<file path="src/rtl/ps2_key_rx_if.sv">
`default_nettype none
// ============================================================================
//  Module      : ps2_key_rx_if
//  Description : Pin/event bundle between the PS/2 connector side and the
//                key receiver. The master drives the PS/2 pins and consumes
//                the key event word; the slave is the receiver.
//  Revision    : 1.0 - initial release
// ============================================================================
interface ps2_key_rx_if;
  logic        I_PS2_CLK;
  logic        I_PS2_DAT;
  logic [10:0] O_PS2_KEY;
  logic        O_ERR;

  modport master (
    output I_PS2_CLK,
    output I_PS2_DAT,
    input  O_PS2_KEY,
    input  O_ERR
  );

  modport slave (
    input  I_PS2_CLK,
    input  I_PS2_DAT,
    output O_PS2_KEY,
    output O_ERR
  );
endinterface
`default_nettype wire

</file>
<file path="src/rtl/ps2_key_rx.sv">
`default_nettype none
// ============================================================================
//  Module      : ps2_key_rx
//  Description : PS/2 keyboard receiver. Synchronises and filters the pins,
//                deserialises 11-bit frames, resolves E0/F0 prefixes, drops
//                the E1 Pause sequence and emits an 11-bit key event word
//                {toggle, pressed, extended, scancode}.
//  Revision    : 1.0 - initial release
// ============================================================================
module ps2_key_rx #(
  parameter int FILT_LEN    = 8,
  parameter int TIMEOUT_CYC = 49152
) (
  input  wire logic  I_CLK,
  input  wire logic  I_RESETn,
  ps2_key_rx_if.slave bus
);

  localparam int FCW = $clog2(FILT_LEN + 1);
  localparam int TCW = $clog2(TIMEOUT_CYC + 1);

  typedef enum logic [1:0] {
    S_IDLE   = 2'd0,
    S_DATA   = 2'd1,
    S_PARITY = 2'd2,
    S_STOP   = 2'd3
  } state_t;

  // Input conditioning
  logic           r_clk_s1, r_clk_s2;
  logic           r_dat_s1, r_dat_s2;
  logic           r_filt_clk, r_filt_prev;
  logic [FCW-1:0] r_filt_cnt;
  logic           w_fall;

  // Frame FSM
  state_t         r_state, w_state_nxt;
  logic [7:0]     r_shift, w_shift_nxt;
  logic [2:0]     r_bitcnt, w_bitcnt_nxt;
  logic           r_par, w_par_nxt;
  logic           w_vld_nxt, w_err_nxt;
  logic [TCW-1:0] r_to_cnt;
  logic           w_timeout;

  // Byte hand-off and decoder
  logic           r_vld;
  logic           r_err;
  logic [7:0]     r_byte;
  logic [10:0]    r_key;
  logic           r_ext, r_rel;
  logic [2:0]     r_skip;

  // Two-flop synchronisers for both asynchronous pins
  always_ff @(posedge I_CLK or negedge I_RESETn) begin
    if (!I_RESETn) begin
      r_clk_s1 <= 1'b1;
      r_clk_s2 <= 1'b1;
      r_dat_s1 <= 1'b1;
      r_dat_s2 <= 1'b1;
    end else begin
      r_clk_s1 <= bus.I_PS2_CLK;
      r_clk_s2 <= r_clk_s1;
      r_dat_s1 <= bus.I_PS2_DAT;
      r_dat_s2 <= r_dat_s1;
    end
  end

  // Accept a clock level change only after it has held for FILT_LEN cycles
  always_ff @(posedge I_CLK or negedge I_RESETn) begin
    if (!I_RESETn) begin
      r_filt_clk  <= 1'b1;
      r_filt_prev <= 1'b1;
      r_filt_cnt  <= '0;
    end else begin
      r_filt_prev <= r_filt_clk;
      if (r_clk_s2 == r_filt_clk) begin
        r_filt_cnt <= '0;
      end else if (r_filt_cnt == FCW'(FILT_LEN - 1)) begin
        r_filt_clk <= r_clk_s2;
        r_filt_cnt <= '0;
      end else begin
        r_filt_cnt <= r_filt_cnt + FCW'(1);
      end
    end
  end

  assign w_fall = r_filt_prev & ~r_filt_clk;

  // Mid-frame watchdog: cleared by every falling edge, idle in IDLE
  assign w_timeout = (r_state != S_IDLE) && !w_fall &&
                     (r_to_cnt == TCW'(TIMEOUT_CYC - 1));

  always_ff @(posedge I_CLK or negedge I_RESETn) begin
    if (!I_RESETn) begin
      r_to_cnt <= '0;
    end else if (r_state == S_IDLE || w_fall || w_timeout) begin
      r_to_cnt <= '0;
    end else begin
      r_to_cnt <= r_to_cnt + TCW'(1);
    end
  end

  // Frame FSM state register
  always_ff @(posedge I_CLK or negedge I_RESETn) begin
    if (!I_RESETn) begin
      r_state  <= S_IDLE;
      r_shift  <= '0;
      r_bitcnt <= '0;
      r_par    <= 1'b0;
      r_vld    <= 1'b0;
      r_err    <= 1'b0;
      r_byte   <= '0;
    end else begin
      r_state  <= w_state_nxt;
      r_shift  <= w_shift_nxt;
      r_bitcnt <= w_bitcnt_nxt;
      r_par    <= w_par_nxt;
      r_vld    <= w_vld_nxt;
      r_err    <= w_err_nxt;
      if (w_vld_nxt) begin
        r_byte <= r_shift;
      end
    end
  end

  // Frame FSM next state: advances only on filtered falling edges
  always_comb begin
    w_state_nxt  = r_state;
    w_shift_nxt  = r_shift;
    w_bitcnt_nxt = r_bitcnt;
    w_par_nxt    = r_par;
    w_vld_nxt    = 1'b0;
    w_err_nxt    = 1'b0;
    if (w_timeout) begin
      w_state_nxt = S_IDLE;
      w_err_nxt   = 1'b1;
    end else if (w_fall) begin
      case (r_state)
        S_IDLE: begin
          // A high level here is a glitch, not a start bit
          if (!r_dat_s2) begin
            w_state_nxt  = S_DATA;
            w_bitcnt_nxt = 3'd0;
          end
        end
        S_DATA: begin
          w_shift_nxt  = {r_dat_s2, r_shift[7:1]};
          w_bitcnt_nxt = r_bitcnt + 3'd1;
          if (r_bitcnt == 3'd7) begin
            w_state_nxt = S_PARITY;
          end
        end
        S_PARITY: begin
          w_par_nxt   = r_dat_s2;
          w_state_nxt = S_STOP;
        end
        S_STOP: begin
          if (r_dat_s2 && (^{r_shift, r_par})) begin
            w_vld_nxt = 1'b1;
          end else begin
            w_err_nxt = 1'b1;
          end
          w_state_nxt = S_IDLE;
        end
        default: w_state_nxt = S_IDLE;
      endcase
    end
  end

  // Prefix resolution and key event generation; errors flush prefix state
  always_ff @(posedge I_CLK or negedge I_RESETn) begin
    if (!I_RESETn) begin
      r_key  <= '0;
      r_ext  <= 1'b0;
      r_rel  <= 1'b0;
      r_skip <= '0;
    end else if (r_err) begin
      r_ext  <= 1'b0;
      r_rel  <= 1'b0;
      r_skip <= '0;
    end else if (r_vld) begin
      if (r_skip != 3'd0) begin
        r_skip <= r_skip - 3'd1;
      end else if (r_byte == 8'hE1) begin
        // Pause: E1 plus seven following bytes carry no key event
        r_skip <= 3'd7;
        r_ext  <= 1'b0;
        r_rel  <= 1'b0;
      end else if (r_byte == 8'hE0) begin
        r_ext <= 1'b1;
      end else if (r_byte == 8'hF0) begin
        r_rel <= 1'b1;
      end else begin
        r_key <= {~r_key[10], ~r_rel, r_ext, r_byte};
        r_ext <= 1'b0;
        r_rel <= 1'b0;
      end
    end
  end

  assign bus.O_PS2_KEY = r_key;
  assign bus.O_ERR     = r_err;

endmodule
`default_nettype wire

</file>
<file path="src/flat_wrapper.sv">
// flat-port wrapper written by rule: the top's interface ports become plain ports
module ps2_key_rx_flat 
#(
  parameter int FILT_LEN    = 8,
  parameter int TIMEOUT_CYC = 49152
)
  (I_CLK, I_RESETn, bus_I_PS2_CLK, bus_I_PS2_DAT, bus_O_PS2_KEY, bus_O_ERR);
  ps2_key_rx_if bus_i ();
  input  wire logic I_CLK;
  input  wire logic I_RESETn;
  input wire logic [$bits(bus_i.I_PS2_CLK)-1:0] bus_I_PS2_CLK;
  input wire logic [$bits(bus_i.I_PS2_DAT)-1:0] bus_I_PS2_DAT;
  output wire logic [$bits(bus_i.O_PS2_KEY)-1:0] bus_O_PS2_KEY;
  output wire logic [$bits(bus_i.O_ERR)-1:0] bus_O_ERR;
  assign bus_i.I_PS2_CLK = bus_I_PS2_CLK;
  assign bus_i.I_PS2_DAT = bus_I_PS2_DAT;
  assign bus_O_PS2_KEY = bus_i.O_PS2_KEY;
  assign bus_O_ERR = bus_i.O_ERR;
  ps2_key_rx #(.FILT_LEN(FILT_LEN), .TIMEOUT_CYC(TIMEOUT_CYC)) u_core (.I_CLK(I_CLK), .I_RESETn(I_RESETn), .bus(bus_i));
endmodule
</file>
<file path="config.mk">
export PLATFORM = sky130hd
export DESIGN_NAME = ps2_key_rx_flat
export DESIGN_NICKNAME = d
export VERILOG_FILES = /design/src/rtl/ps2_key_rx_if.sv /design/src/rtl/ps2_key_rx.sv /design/src/flat_wrapper.sv
export SDC_FILE = /design/constraint.sdc
export NUM_CORES = 1
export LEC_CHECK = 0
export ABC_AREA = 0
export ABC_CLOCK_PERIOD_IN_PS = 2300
export BUFFER_PORTS_ARGS = -buffer_cell sky130_fd_sc_hd__buf_2
export CORE_MARGIN = 8
export CORE_UTILIZATION = 50
export CTS_CLUSTER_SIZE = 8
export DETAILED_ROUTE_END_ITERATION = 10
export GPL_TIMING_DRIVEN = 1
export MAX_ROUTING_LAYER = met4
export PLACE_DENSITY_LB_ADDON = 0.2
export SLEW_MARGIN = 0
export SYNTH_ARGS = -nofsm -noshare
export SYNTH_HDL_FRONTEND = slang
export SYNTH_SLANG_ARGS = --single-unit
export TNS_END_PERCENT = 50
</file>
<file path="constraint.sdc">
create_clock -name I_CLK -period 2.3 [get_ports I_CLK]
set_input_delay 0.23 -clock I_CLK [delete_from_list [all_inputs] [get_ports I_CLK]]
set_output_delay 0.23 -clock I_CLK [all_outputs]
set_load 0.03 [all_outputs]
</file>
; ---- After elaboration in Yosys (flattened, before gate mapping)
; Cells that the tools add are included.
[totals]
ff_bits = 66
inputBits = 4
out_inout_bits = 12
elab_cells = 107
[classes]
add_sub_neg = 4
eq_ne = 16
muxes = 34
n_bitwise = 11
reduce_logical = 23
[ops]
columns = op, n
row1 = $eq A8 B8 Y1 const B, 3
row2 = $mux W1, 20
row3 = $add A16 B1 Y16 const B, 1
row4 = $eq A16 B16 Y1 const B, 1
row5 = $mux W16, 1
row6 = $mux W3, 5
row7 = $reduce_and A3 Y1, 5
row8 = $not A1 Y1, 10
row9 = $reduce_xor A9 Y1, 1
row10 = $mux W2, 4
row11 = $mux W4, 2
row12 = $pmux W2 S4, 1
row13 = $reduce_bool A2 Y1, 4
row14 = $ne A3 B1 Y1 const B, 2
row15 = $pmux W3 S2, 1
row16 = $reduce_and A6 Y1, 1
row17 = $reduce_bool A3 Y1, 2
row18 = $add A4 B1 Y4 const B, 1
row19 = $eq A2 B2 Y1 const B, 2
row20 = $eq A4 B3 Y1 const B, 1
row21 = $ne A4 B1 Y1 const B, 1
row22 = $reduce_and A2 Y1, 2
row23 = $reduce_and A4 Y1, 1
row24 = $add A3 B1 Y3 const B, 1
row25 = 12 further kinds, 15

; ---- Logic depth before layout (Yosys ltp)
; Gate-level depths: netlist (run 1).
[logic_depth]
ltp_word = 7
ltp_mapped = 7
mapped_depth_nobuf = 7

; ---- Least setup slack after synthesis (run 1)
; Ideal clock, no wire load.
[synth_timing]
path_kind = register to register
from = register u_core.r_skip[0]
to = register u_core.r_key[1], in the netlist u_core.bus.O_PS2_KEY[1]
t_arrival_ns = 1.728
setup_slack_ns = 0.447
stages_incl_launch_ff = 8
period_less_slack_ns = 1.853
cell_sequence = dfrtp_1 -> inv_1 -> ha_1 -> nor2b_1 -> nand2_1 -> a211oi_1 -> buf_2 -> mux2_2
[synth_between]
elab_chain_len = 3
[synth_rtl]
columns = element, line
row1 = "start, declared", ps2_key_rx.sv:51  ; logic [2:0] r_skip;
row2 = "start signal, assigned", ps2_key_rx.sv:183  ; r_skip <= r_skip - 3'd1;
row3 = $reduce_bool A3 Y1, ps2_key_rx.sv:182  ; if (r_skip != 3'd0) begin
row4 = $not A1 Y1 (no line), -
row5 = $reduce_and A6 Y1 (no line), -
row6 = "end signal, assigned", ps2_key_rx.sv:194  ; r_key <= {~r_key[10], ~r_rel, r_ext, r_byte};
row7 = "end, declared", ps2_key_rx.sv:49  ; logic [10:0] r_key;
; Every way passes these cells.
; A chain may end at the register's enable or synchronous reset.

; ---- Worst setup path in the final report (run 1)
[layout_timing]
from = register u_core.r_shift[1]
to = register u_core.r_byte[5]
[layout_between]
elab_chain_len = 6
[layout_rtl]
columns = element, line
row1 = "start, declared", ps2_key_rx.sv:38  ; logic [7:0] r_shift, w_shift_nxt;
row2 = "start signal, assigned", ps2_key_rx.sv:115  ; r_shift <= w_shift_nxt;
row3 = $reduce_xor A9 Y1, ps2_key_rx.sv:158  ; if (r_dat_s2 && (^{r_shift, r_par})) begin
row4 = $logic_and A1 B1 Y1, ps2_key_rx.sv:158
row5 = $mux W1, ps2_key_rx.sv:158
row6 = $mux W1, ps2_key_rx.sv:138  ; case (r_state)
row7 = $mux W1, ps2_key_rx.sv:137  ; end else if (w_fall) begin
row8 = $mux W1, ps2_key_rx.sv:134  ; if (w_timeout) begin
row9 = "end signal, assigned", ps2_key_rx.sv:121  ; r_byte <= r_shift;
row10 = "end, declared", ps2_key_rx.sv:48  ; logic [7:0] r_byte;
; Every way passes these cells.

==> results of run 1 <==
-- cells by family (layout without fill, tap and decap cells) --
kind of cell | Yosys count | count (layout)
and+or+nand+nor | 74 | 74
DFF | 66 | 66
muxes | 28 | 28
xor gates and xnor gates | 25 | 25
AOI/OAI and AO/OA | 19 | 19
buffers and inverters | 12 | 48
adders and majority gates | 10 | 10
-- flip-flops by register name, indices dropped and copies added (netlist names), 2 cells and up --
| name | cells |
|---|---|
| u_core.r_shift | 8 |
| u_core.r_skip | 3 |
| u_core.r_state | 2 |
| u_core.r_filt_cnt | 4 |
| u_core.r_bitcnt | 3 |
| u_core.r_byte | 8 |
| u_core.bus.O_PS2_KEY | 11 |
| u_core.r_to_cnt | 16 |
-- cells in the final DEF (no fill, tap or decap), drive strengths merged, types with 2 or more instances in the layout --
cell type	Yosys	layout
nor3	5	5
ha	10	10
a21oi	3	3
nor2	27	27
clkinv	0	2
inv	9	10
nor2b	3	3
dfstp	6	6
a32o	3	3
dfrtp	60	60
o21ai	3	3
nand4b	2	2
nand4	4	4
mux2	27	27
xor2	12	12
buf	3	20
nand2	13	13
dlygate4sd3	0	3
and2	2	2
clkbuf	0	10
xnor2	12	12
or2	3	3
nand3	9	9
bufinv	0	2
and4	2	2
a211oi	2	2
-- cell type report --
class,count,area (um^2),area share (%)
repair buffers,23,155,4.63
well taps,72,90.1,2.69
clock buffers,10,128,3.80
inverters,9,33.8,1.01
multi-input cells,156,1200,35.7
flip-flops and latches,66,1660,49.5
clock inverters,6,90.1,2.69
-- through the flow --
stage                     cell area, um^2  setup WS, ns  power [mW]
final                                3350         0.338        2.88
after CTS                            3350         0.343        2.92
after floorplan                      2910         0.447        1.72
after global routing                 3350         0.228        3.05
after detailed placement             3110         0.351        1.85
after global placement               3110         0.417        1.85
-- power groups by stage --
stage / clock network (mW) / registers (mW) / logic, mW
detailed placement: 0 / 1.37 / 0.481
finish: 1.06 / 1.35 / 0.475
CTS: 1.08 / 1.35 / 0.487
global placement: 0 / 1.37 / 0.477
floorplan: 0 / 1.35 / 0.370
global route: 1.14 / 1.36 / 0.545
-- critical path, cell delays in order, from the launching register on --
cell	delay, ns
dfrtp_1	0.42
xnor2_1	0.20
xnor3_1	0.46
xnor2_2	0.24
nand4_4	0.21
mux2_2	0.32
-- path summary, 6_finish.rpt --
path / cells after the start / slack [ns] / startpoint / end
worst max-delay path: 5 / 0.34 / u_core.r_shift[1] / u_core.r_byte[5]
min in group asynchronous: 2 / 0.48 / I_RESETn / u_core.r_filt_cnt[2]
worst min-delay path: 0 / 0.36 / u_core.r_clk_s1 / u_core.r_clk_s2
worst min register to register: 0 / 0.36 / u_core.r_clk_s1 / u_core.r_clk_s2
worst max register to register: 5 / 0.34 / u_core.r_shift[1] / u_core.r_byte[5]
max in group asynchronous: 3 / 1.12 / I_RESETn / u_core.r_dat_s2
-- routing by layer --
layer	vias up	wire length (um)
met5	-	0
met4	0	63
met3	7	208
met2	22	2050
met1	875	2330
li1	877	-
-- timing repair --
item / 4_1_cts / 5_1_grt
hold buffers: 3 / 0
resized for setup: 0 / 0
endpoints found under the hold margin: 27 / 0
==> parameters.txt, run 1 <==
Parameter                              Value

Logic synthesis
  Synth Warn #    0
  FF+latch count, synth    66
  Top cell types by occurrence after synthesis    60 x dfrtp_1, 27 x mux2_2, 27 x nor2_1
  Post-synth top area cell    dfrtp_1
  Sequential cell area fraction in the yosys report    57.1%
  Synth Cell Area    0.00291 mm^2
  Largest family of logic cells by synthesized area    simple AND/OR/NAND/NOR gates
  Adder-Cell Fraction of Synth Area    4.30%
  Average cell area after synthesis    12.4 um^2
  Prevailing post-synth register cell    dfrtp_1
  Synthesized net count    248
  Post-synth top area share    51.7%
  Mux contribution to synthesized area    10.8%
  Fraction of the mapped netlist area in simple logic gates    13.0%
  Number of different library cells in the post-synthesis netlist    38
  Fraction of registers with async set/reset    100%
  Xor and xnor area share after synthesis    8.27%
  Cell types with the largest area share after synthesis    dfrtp_1 52%, mux2_2 10%, dfstp_2 5.4%
  Number of cells produced by synthesis    234
  Number of enable-type register cells in the synthesized netlist    0
  Most repeated cell in the gate-level netlist after synthesis    dfrtp_1
  Area fraction in compound gates after synthesis    4.82%

Global routing
  Global-route wire length before repair    8.49 mm
  Maximum number of pins on one net before global-route repair    38
  Most used routing layer in global routing    met2
  GR met1 Demand/Resource    16.5%
  Antenna violations before repair    0
  Vias in the first global route    1817
  Total track usage    12.8%
  Met2 track demand over resource    17.5%
  Remaining global-route overflow    0
  Fraction of met3 tracks used by global routing    5.46%

Timing
  Final setup fails    0
  Slew margin rel.    53.3%
  Number of max-slew violations in the final report    0
  Final Hold Vio Count    0
  Largest clock skew in the final design    0.00529 ns
  Worst hold margin    0.358 ns
  Max Fclk    0.510 GHz
  Ratio of final minimum period to clock period    85.3%
  Final critical delay including setup and external delays    1.96 ns
  Slew of the pin with the lowest slew margin    0.700 ns
  Setup repair after global routing missed its margin    no
  Fin Setup TNS    0 ns

Clock tree
  H-tree levels    3
  Clock latency on the worst-skew pair    0.34 ns
  Number of buffers added for setup after CTS    0
  Number of buffers added by the clock tree synthesis step    9
  Clock Tree Buf Depth    2
  Clock slew at reported path FFs    0.07 ns
  CTS Root Cell    clkbuf_8
  TritonCTS sink count    66
  CTS tree    built

Detailed routing
  Via total after detailed routing    1781
  Iter 0 DRT Violations    80
  Total DRC errors in the routed layout    0
  Detailed-routing iteration count for the pre-antenna-repair pass    4
  Detailed-route wire length per cell    13.6 um
  Vias per cell    5.21
  Antenna Nets Post-Route    0
  Final wirelength    4.65 mm

Power and ir drop
  Power dissipated by switching net loads    0.798 mW
  VDD IR-drop max    0.407 mV
  Relative contribution of sequential cells to total power    46.8%
  Power per Cell Area    860 mW/mm^2
  Cell internal pwr    2.09 mW
  Standby leakage power    1.63 nW
  Fraction of power consumed by combinational cells    16.5%
  Clock share of power    36.7%
  Sw Ratio    27.7%

Finish
  Share of the core filled with cells in the final layout    60.2%
  Antenna fix cells    0
  Count of fill cells added during filler insertion    456
  Layout cells sized above 1    27.8%
  Final Non-Filler Cells    342
  Synth-to-Final Area Change    15.4%
  Total Nets Final    279

Place
  Placer's final routability congestion estimate    0.769
  Count of placed standard cells including taps    323
  HPWL Detailed    3.18 mm
  Count of buffers inserted at the top-level ports    15

Die
  Die Ht    92.2 um
  Die Span X    92.2 um
  Die Area    0.00851 mm^2
  Total number of placement rows    27
  Initial Util    52.1%
  Top-Level Pins    16
  Placeable core region    0.00557 mm^2

Critical path
  Data required time of the worst path    2.53 ns
  Worst Setup Start Kind    register
  Worst path arrival time    2.19 ns
  Kind of end point of the critical path    register
  Critical path type    register to register
  Worst-path maximum fanout    9

Flow run
  Number of max-cap violations    0

Min path
  Path category of the worst min-delay check    register to register

Outcome
  Status    complete, no violations
Power figures use the tool's default switching activity.
==> run 2, diff against run 1 <==
--- a/config.mk
+++ b/config.mk
@@ -7,11 +7,11 @@
 export LEC_CHECK = 0
 export ABC_AREA = 0
 export ABC_CLOCK_PERIOD_IN_PS = 2300
-export BUFFER_PORTS_ARGS = -buffer_cell sky130_fd_sc_hd__buf_2
 export CORE_MARGIN = 8
 export CORE_UTILIZATION = 50
 export CTS_CLUSTER_SIZE = 8
 export DETAILED_ROUTE_END_ITERATION = 10
+export DONT_BUFFER_PORTS = 1
 export GPL_TIMING_DRIVEN = 1
 export MAX_ROUTING_LAYER = met4
 export PLACE_DENSITY_LB_ADDON = 0.2
==> run 2 against run 1 <==
Effect of this change:
- register-to-register slack improved by 0.03 ns
- clock power rose by 4%
- via count fell by 3.1%
- non-clock buffer count fell by 15
==> parameters.txt, run 2 (synthesis results as in run 1) <==
Parameter                              Value

Place
  Count of buffers inserted at the top-level ports    0 (was 15)
  Placer's final routability congestion estimate    0.748 (was 0.769)
  Setup Slack @ Placement    0.353 ns (was 0.351 ns)
  HPWL Detailed    3.01 mm (was 3.18 mm)

Critical path
  Worst reg2reg startpoint    u_core.r_shift[1] (unchanged)
  Worst-path maximum fanout    9 (unchanged)
  Critical path type    register to register (unchanged)
  Cell count of the worst reg-to-reg path    5 (unchanged)
  Worst Setup Start Kind    register (unchanged)
  Data required time of the worst path    2.52 ns (was 2.53 ns)
  R2R Setup Slk    0.37 ns (was 0.34 ns)
  Worst path arrival time    2.16 ns (was 2.19 ns)
  Capture instance of the worst register-to-register path    u_core.r_byte[7] (was u_core.r_byte[5])
  Kind of end point of the critical path    register (unchanged)

Finish
  Commonest cells after routing, fill and taps aside    60 x dfrtp_1, 27 x nor2_1, 27 x mux2_2, 13 x nand2_1, 12 x xor2_1 (was 60 x dfrtp_1, 27 x nor2_1, 27 x mux2_2, 15 x buf_2, 13 x nand2_1)
  Count of fill cells added during filler insertion    445 (was 456)
  Antenna fix cells    0 (unchanged)
  Flip-flop count of the largest register after layout    16 (unchanged)
  Layout cells sized above 1    23.9% (was 27.8%)
  Register Area    0.00166 mm^2 (unchanged)
  Area used by multi-input combinational logic    0.00120 mm^2 (unchanged)
  Register name with the most flops    u_core.r_to_cnt (unchanged)
  Synth-to-Final Area Change    13.3% (was 15.4%)
  Most common cell after layout, fill and taps aside    dfrtp_1 (unchanged)
  Total Nets Final    264 (was 279)
  Share of the core filled with cells in the final layout    59.1% (was 60.2%)

Detailed routing
  Iter 0 DRT Violations    48 (was 80)
  Total DRC errors in the routed layout    0 (unchanged)
  Detailed-route wire length per cell    14.0 um (was 13.6 um)
  Vias per cell    5.28 (was 5.21)
  Antenna Nets Post-Route    0 (unchanged)
  Final wirelength    4.59 mm (was 4.65 mm)
  Detailed-routing iteration count for the pre-antenna-repair pass    4 (unchanged)
  Via total after detailed routing    1725 (was 1781)

Global routing
  Global-route wire length before repair    8.17 mm (was 8.49 mm)
  Vias in the first global route    1726 (was 1817)
  Total track usage    12.5% (was 12.8%)
  Antenna violations before repair    0 (unchanged)
  Maximum number of pins on one net before global-route repair    67 (was 38)
  Remaining global-route overflow    0 (unchanged)

Power and ir drop
  Standby leakage power    1.55 nW (was 1.63 nW)
  VDD IR-drop max    0.619 mV (was 0.407 mV)
  Power per Cell Area    894 mW/mm^2 (was 860 mW/mm^2)

Clock tree
  Clock latency on the worst-skew pair    0.34 ns (about the same)
  CTS tree    built (unchanged)
  Number of buffers added for setup after CTS    0 (unchanged)
  TritonCTS sink count    66 (unchanged)
  Number of buffers added by the clock tree synthesis step    9 (unchanged)
  CTS Root Cell    clkbuf_8 (unchanged)
  H-tree levels    3 (unchanged)
  Clock Tree Buf Depth    2 (unchanged)
  Clock slew at reported path FFs    0.08 ns (was 0.07 ns)

Timing
  Final critical delay including setup and external delays    1.93 ns (was 1.96 ns)
  Ratio of final minimum period to clock period    84.1% (was 85.3%)
  Fin Setup TNS    0 ns (unchanged)
  Setup repair after global routing missed its margin    no (unchanged)
  Min setup slack post-route    0.365 ns (was 0.338 ns)
  Number of max-slew violations in the final report    0 (unchanged)
  Slew of the pin with the lowest slew margin    0.517 ns (was 0.700 ns)
  Final Hold Vio Count    0 (unchanged)
  Final setup fails    0 (unchanged)
  Worst hold margin    0.357 ns (was 0.358 ns)
  Max Fclk    0.517 GHz (was 0.510 GHz)
  Slew margin rel.    65.2% (was 53.3%)
  Largest clock skew in the final design    0.00985 ns (was 0.00529 ns)

Outcome
  Status    complete, no violations (unchanged)

Min path
  Worst Hold Depth    0 (unchanged)
  Path category of the worst min-delay check    register to register (unchanged)
  End of the worst hold path    u_core.r_clk_s2 (unchanged)
  Startpoint of the tightest hold check path    u_core.r_clk_s1 (unchanged)

Die
  Die Area    0.00851 mm^2 (unchanged)
  Top-Level Pins    16 (unchanged)
  Initial Util    52.1% (unchanged)
  Die Span X    92.2 um (unchanged)
  Total number of placement rows    27 (unchanged)
  Placeable core region    0.00557 mm^2 (unchanged)
  Die Ht    92.2 um (unchanged)

Flow run
  Number of max-cap violations    0 (unchanged)
## run 2: cell types whose count changed in the layout (fill, tap and decap cells not counted), sizes merged
cell      previous run  this run
buf                 20         5
clkbuf              10         9
clkinv               2         1
clkinvlp             1         2
inv                 10        11
## run 2: final cells by class
type / instances / area share (%)
flip-flops and latches: 66 / 50.4
multi-input cells: 156 / 36.4
clock buffers: 9 / 3.76
clock inverters: 7 / 3.08
well taps: 72 / 2.73
repair buffers: 8 / 2.66
inverters: 9 / 1.03
## run 2: through the flow
stage | instances | power (mW) | cell area (um^2)
3_5_place_dp | 307 | 1.85 | 3010
2_1_floorplan | 234 | 1.72 | 2910
4_1_cts | 327 | 3.00 | 3290
3_3_place_gp | 307 | 1.84 | 3010
5_1_grt | 327 | 3.11 | 3290
6_report | 327 | 2.94 | 3290
## run 2: critical path, cell delays in order (launching register included)
cell	delay, ns
dfrtp_1	0.42
xnor2_1	0.17
xnor3_1	0.45
xnor2_2	0.24
nand4_4	0.21
mux2_2	0.32
## run 2: how the worst max path moves through the flow
stage,from,to,cells after the start,slack (ns)
after floorplan,u_core.r_skip[0],u_core.bus.O_PS2_KEY[1],7,0.45
after global placement,u_core.r_shift[1],u_core.r_byte[3],5,0.39
after detailed placement,u_core.r_to_cnt[0],u_core.r_state[1],6,0.35
after CTS,u_core.r_to_cnt[0],u_core.r_state[1],6,0.32
after global routing,u_core.r_to_cnt[0],u_core.r_state[1],6,0.14
final,u_core.r_shift[1],u_core.r_byte[7],5,0.37
## run 2: timing repair
action / in CTS / in global routing
resized for setup: 0 / 0
hold endpoints to repair: 68 / 0
hold buffers: 4 / 0
## run 2: report_power, final
| group | switching, mW | leakage (nW) | internal, mW |
|---|---|---|---|
| combinational | 0.273 | 0.550 | 0.219 |
| sequential | 0.0840 | 0.894 | 1.27 |
| clock | 0.482 | 0.106 | 0.619 |
| total | 0.839 | 1.55 | 2.11 |
## run 2: layer usage
layer	vias to the layer above	global-route usage [%]	share of wire, %
met5	-	-	0
met1	846	15.5	49
met3	11	3.67	4.2
met2	21	17.3	44
met4	0	8.32	2.6
li1	847	-	-
==> run 3, diff against run 2 <==
--- a/config.mk
+++ b/config.mk
@@ -5,8 +5,8 @@
 export SDC_FILE = /design/constraint.sdc
 export NUM_CORES = 1
 export LEC_CHECK = 0
-export ABC_AREA = 0
-export ABC_CLOCK_PERIOD_IN_PS = 2300
+export ABC_AREA = 1
+export ABC_CLOCK_PERIOD_IN_PS = 2000
 export CORE_MARGIN = 8
 export CORE_UTILIZATION = 50
 export CTS_CLUSTER_SIZE = 8
==> constraint.sdc (replaced) <==
create_clock -name I_CLK -period 2 [get_ports I_CLK]
set_input_delay 0.2 -clock I_CLK [delete_from_list [all_inputs] [get_ports I_CLK]]
set_output_delay 0.2 -clock I_CLK [all_outputs]
set_load 0.03 [all_outputs]
==> run 3 against run 2 <==
Effect of this change:
- via count is 32% higher
- worst hold slack worse by 0.0030 ns
- die area is 10% higher
- global-route usage is 0.91 points higher
- final area is 10% higher
- synthesized cell count is 53% higher
- worst setup slack worse by 0.16 ns
- critical endpoint is now u_core.bus.O_PS2_KEY[7]
==> parameters.txt, run 3 <==
Parameter                              Value

Outcome
  Status    complete, no violations (unchanged)

Logic synthesis
  Number of enable-type register cells in the synthesized netlist    0 (unchanged)
  Number of different library cells in the post-synthesis netlist    37 (was 38)
  FF+latch count, synth    66 (unchanged)
  Synth Warn #    0 (unchanged)
  Average cell area after synthesis    9.12 um^2 (was 12.4 um^2)
  Most repeated cell in the gate-level netlist after synthesis    nand2_1 (was dfrtp_1)
  Prevailing post-synth register cell    dfrtp_1 (unchanged)
  Cell types with the largest area share after synthesis    dfrtp_1 46%, nand2_1 10%, dfstp_2 4.8% (was dfrtp_1 52%, mux2_2 10%, dfstp_2 5.4%)
  Synthesized net count    373 (was 248)
  Number of cells produced by synthesis    359 (was 234)
  Post-synth top area cell    dfrtp_1 (unchanged)
  Sequential cell area fraction in the yosys report    50.7% (was 57.1%)
  Post-synth top area share    45.9% (was 51.7%)
  Fraction of registers with async set/reset    100% (unchanged)
  Top cell types by occurrence after synthesis    91 x nand2_1, 60 x dfrtp_1, 42 x inv_1 (was 60 x dfrtp_1, 27 x mux2_2, 27 x nor2_1)
  Synth Cell Area    0.00327 mm^2 (was 0.00291 mm^2)

Timing
  Number of max-slew violations in the final report    0 (unchanged)
  Min setup slack post-route    0.207 ns (was 0.365 ns)
  Ratio of final minimum period to clock period    89.6% (was 84.1%)
  Max Fclk    0.558 GHz (was 0.517 GHz)
  Slew margin rel.    76.7% (was 65.2%)
  Slew of the pin with the lowest slew margin    0.346 ns (was 0.517 ns)
  Final critical delay including setup and external delays    1.79 ns (was 1.93 ns)
  Setup repair after global routing missed its margin    no (unchanged)
  Fin Setup TNS    0 ns (unchanged)
  Largest clock skew in the final design    0.0120 ns (was 0.00985 ns)
  Final setup fails    0 (unchanged)
  Final Hold Vio Count    0 (unchanged)

Critical path
  Crit path cell chain    inv_1 -> ha_1 -> inv_1 -> nor2_2 -> nand2_1 -> nor2_1 -> nand3_2 -> mux2_4 (was xnor2_1 -> xnor3_1 -> xnor2_2 -> nand4_4 -> mux2_2)
  Depth of the critical timing path with buffers and inverters included    8 (was 5)
  Worst path most repeated cell    inv_1
  Cell count of the worst reg-to-reg path    8 (was 5)
  Kind of end point of the critical path    register (unchanged)
  Slowest-stage cell, CP    mux2_4 (was xnor3_1)
  Gate family responsible for the most delay along the worst path    simple AND/OR/NAND/NOR gates (was XOR/XNOR gates)
  Data required time of the worst path    2.23 ns (was 2.52 ns)
  Worst path arrival time    2.02 ns (was 2.16 ns)
  Max stage delay on crit path    0.39 ns (was 0.45 ns)
  Number of buffers and inverters on the critical path    2 (was 0)
  Critical path type    register to register (unchanged)
  Worst-path maximum fanout    14 (was 9)
  Worst Setup Start Kind    register (unchanged)

Clock tree
  CTS Root Cell    clkbuf_8 (unchanged)
  H-tree levels    3 (unchanged)
  Clock latency on the worst-skew pair    0.34 ns (about the same)
  Clock Tree Buf Depth    2 (unchanged)
  Number of buffers added by the clock tree synthesis step    9 (unchanged)
  Number of buffers added for setup after CTS    0 (unchanged)
  Count of instances resized after the clock tree is built    0 (unchanged)
  CTS tree    built (unchanged)
  Clock slew at reported path FFs    0.07 ns (was 0.08 ns)
  TritonCTS sink count    66 (unchanged)

Place
  HPWL Detailed    3.97 mm (was 3.01 mm)
  Count of placed standard cells including taps    435 (was 307)
  Cell Area, Placed    0.00335 mm^2 (was 0.00301 mm^2)
  Count of buffers inserted at the top-level ports    0 (unchanged)
  Placer's final routability congestion estimate    0.790 (was 0.748)
  Setup Slack @ Placement    0.236 ns (was 0.353 ns)

Power and ir drop
  Cell internal pwr    2.49 mW (was 2.11 mW)
  Sw Ratio    31.5% (was 28.5%)
  Fraction of power consumed by combinational cells    21.4% (was 16.7%)
  Relative contribution of sequential cells to total power    43.7% (was 45.9%)
  Power per Cell Area    999 mW/mm^2 (was 894 mW/mm^2)
  Clock share of power    34.9% (was 37.4%)
  Standby leakage power    1.80 nW (was 1.55 nW)
  VDD IR-drop max    0.556 mV (was 0.619 mV)
  Power dissipated by switching net loads    1.14 mW (was 0.839 mW)

Detailed routing
  Final wirelength    5.72 mm (was 4.59 mm)
  Iter 0 DRT Violations    143 (was 48)
  Antenna Nets Post-Route    0 (unchanged)
  Detailed-route wire length per cell    12.6 um (was 14.0 um)
  Via total after detailed routing    2283 (was 1725)
  Total DRC errors in the routed layout    0 (unchanged)
  Detailed-routing iteration count for the pre-antenna-repair pass    4 (unchanged)
  Vias per cell    5.02 (was 5.28)

Global routing
  Vias in the first global route    2261 (was 1726)
  Total track usage    13.4% (was 12.5%)
  Maximum number of pins on one net before global-route repair    67 (unchanged)
  Antenna violations before repair    0 (unchanged)
  Remaining global-route overflow    0 (unchanged)
  Global-route wire length before repair    10.3 mm (was 8.17 mm)

Finish
  Final Non-Filler Cells    455 (was 327)
  Synth-to-Final Area Change    11.0% (was 13.3%)
  Most common cell after layout, fill and taps aside    nand2_1 (was dfrtp_1)
  Antenna fix cells    0 (unchanged)
  Post-layout instance area    0.00364 mm^2 (was 0.00329 mm^2)
  Register name with the most flops    u_core.r_to_cnt (unchanged)
  Layout cells sized above 1    16.9% (was 23.9%)
  Total Nets Final    387 (was 264)
  Flip-flop count of the largest register after layout    16 (unchanged)
  Commonest cells after routing, fill and taps aside    91 x nand2_1, 60 x dfrtp_1, 42 x inv_1, 34 x nor2_1, 18 x o21ai_0 (was 60 x dfrtp_1, 27 x nor2_1, 27 x mux2_2, 13 x nand2_1, 12 x xor2_1)

Flow run
  Number of max-cap violations    0 (unchanged)

Die
  Top-Level Pins    16 (unchanged)
  Die Ht    96.9 um (was 92.2 um)
  Die Area    0.00939 mm^2 (was 0.00851 mm^2)
  Placeable core region    0.00635 mm^2 (was 0.00557 mm^2)
  Die Span X    96.9 um (was 92.2 um)
  Initial Util    51.6% (was 52.1%)
  Total number of placement rows    29 (was 27)

Min path
  Worst Hold Depth    0 (unchanged)
  Path category of the worst min-delay check    register to register (unchanged)
-- run 3: cell types whose count changed in the layout (fill, tap and decap cells not counted), moves of 4 or more --
cell,delta
nand2_1,+78
inv_1,+33
mux2_2,-22
o21ai_0,+15
xnor2_1,-8
nand4_1,+7
nor2_1,+7
nand2_2,+5
nor2_4,+5
nand3_2,+4
nor2_2,+4
xor2_1,-4
-- run 3: kinds of logic after synthesis --
group           count (synthesis)  share of synthesized area (%)
buf+inv                        48                           6.34
xor+xnor                       11                           2.94
fa+ha+maj                      10                           3.82
flops                          66                           50.7
mux                             8                           3.09
simple gates                  181                           26.8
compound gates                 35                           6.34
-- run 3: path summary, 6_finish.rpt --
kind / end / start / slack (ns)
hold reg to reg: u_core.r_clk_s2 / u_core.r_clk_s1 / 0.35
setup / recovery: u_core.bus.O_PS2_KEY[7] / u_core.r_skip[0] / 0.21
min in group asynchronous: u_core.bus.O_PS2_KEY[6] / I_RESETn / 0.40
hold / removal: u_core.r_clk_s2 / u_core.r_clk_s1 / 0.35
max in group asynchronous: u_core.r_dat_s2 / I_RESETn / 1.27
setup reg to reg: u_core.bus.O_PS2_KEY[7] / u_core.r_skip[0] / 0.21
-- run 3: cell type report --
class                   count  area, um^2
clock inverters             6        90.1
repair buffers              7        80.1
multi-input cells         245        1410
fillers                   559        2710
clock buffers              10         138
well taps                  77        96.3
inverters                  44         165
flip-flops and latches     66        1660
-- run 3: repair_timing --
item	4_1_cts	5_1_grt
endpoints found under the setup margin	0	0
endpoints found under the hold margin	68	0
hold buffers	4	0
-- run 3: power by group through the flow --
stage | logic [mW] | clock network, mW | registers (mW)
2_1_floorplan | 0.631 | 0 | 1.59
3_3_place_gp | 0.726 | 0 | 1.61
3_5_place_dp | 0.741 | 0 | 1.61
4_1_cts | 0.791 | 1.30 | 1.59
5_1_grt | 0.898 | 1.36 | 1.61
6_report | 0.778 | 1.27 | 1.59
-- run 3: per-stage QoR --
stage | power [mW] | hold WS, ns | utilization [%]
CTS | 3.68 | 0.357 | 57.3
global placement | 2.33 | -0.0938 | 52.8
floorplan | 2.22 | -0.0956 | -
global route | 3.86 | 0.357 | 57.3
detailed placement | 2.35 | -0.0936 | 52.8
finish | 3.63 | 0.354 | 57.3
-- run 3: layer usage --
metal	global-route usage, %	share of wire [%]	up-vias
li1	-	-	1178
met1	16.2	49	1070
met2	20.3	46	29
met3	4.41	4.3	6
met4	5.09	0.86	0
met5	-	0	-
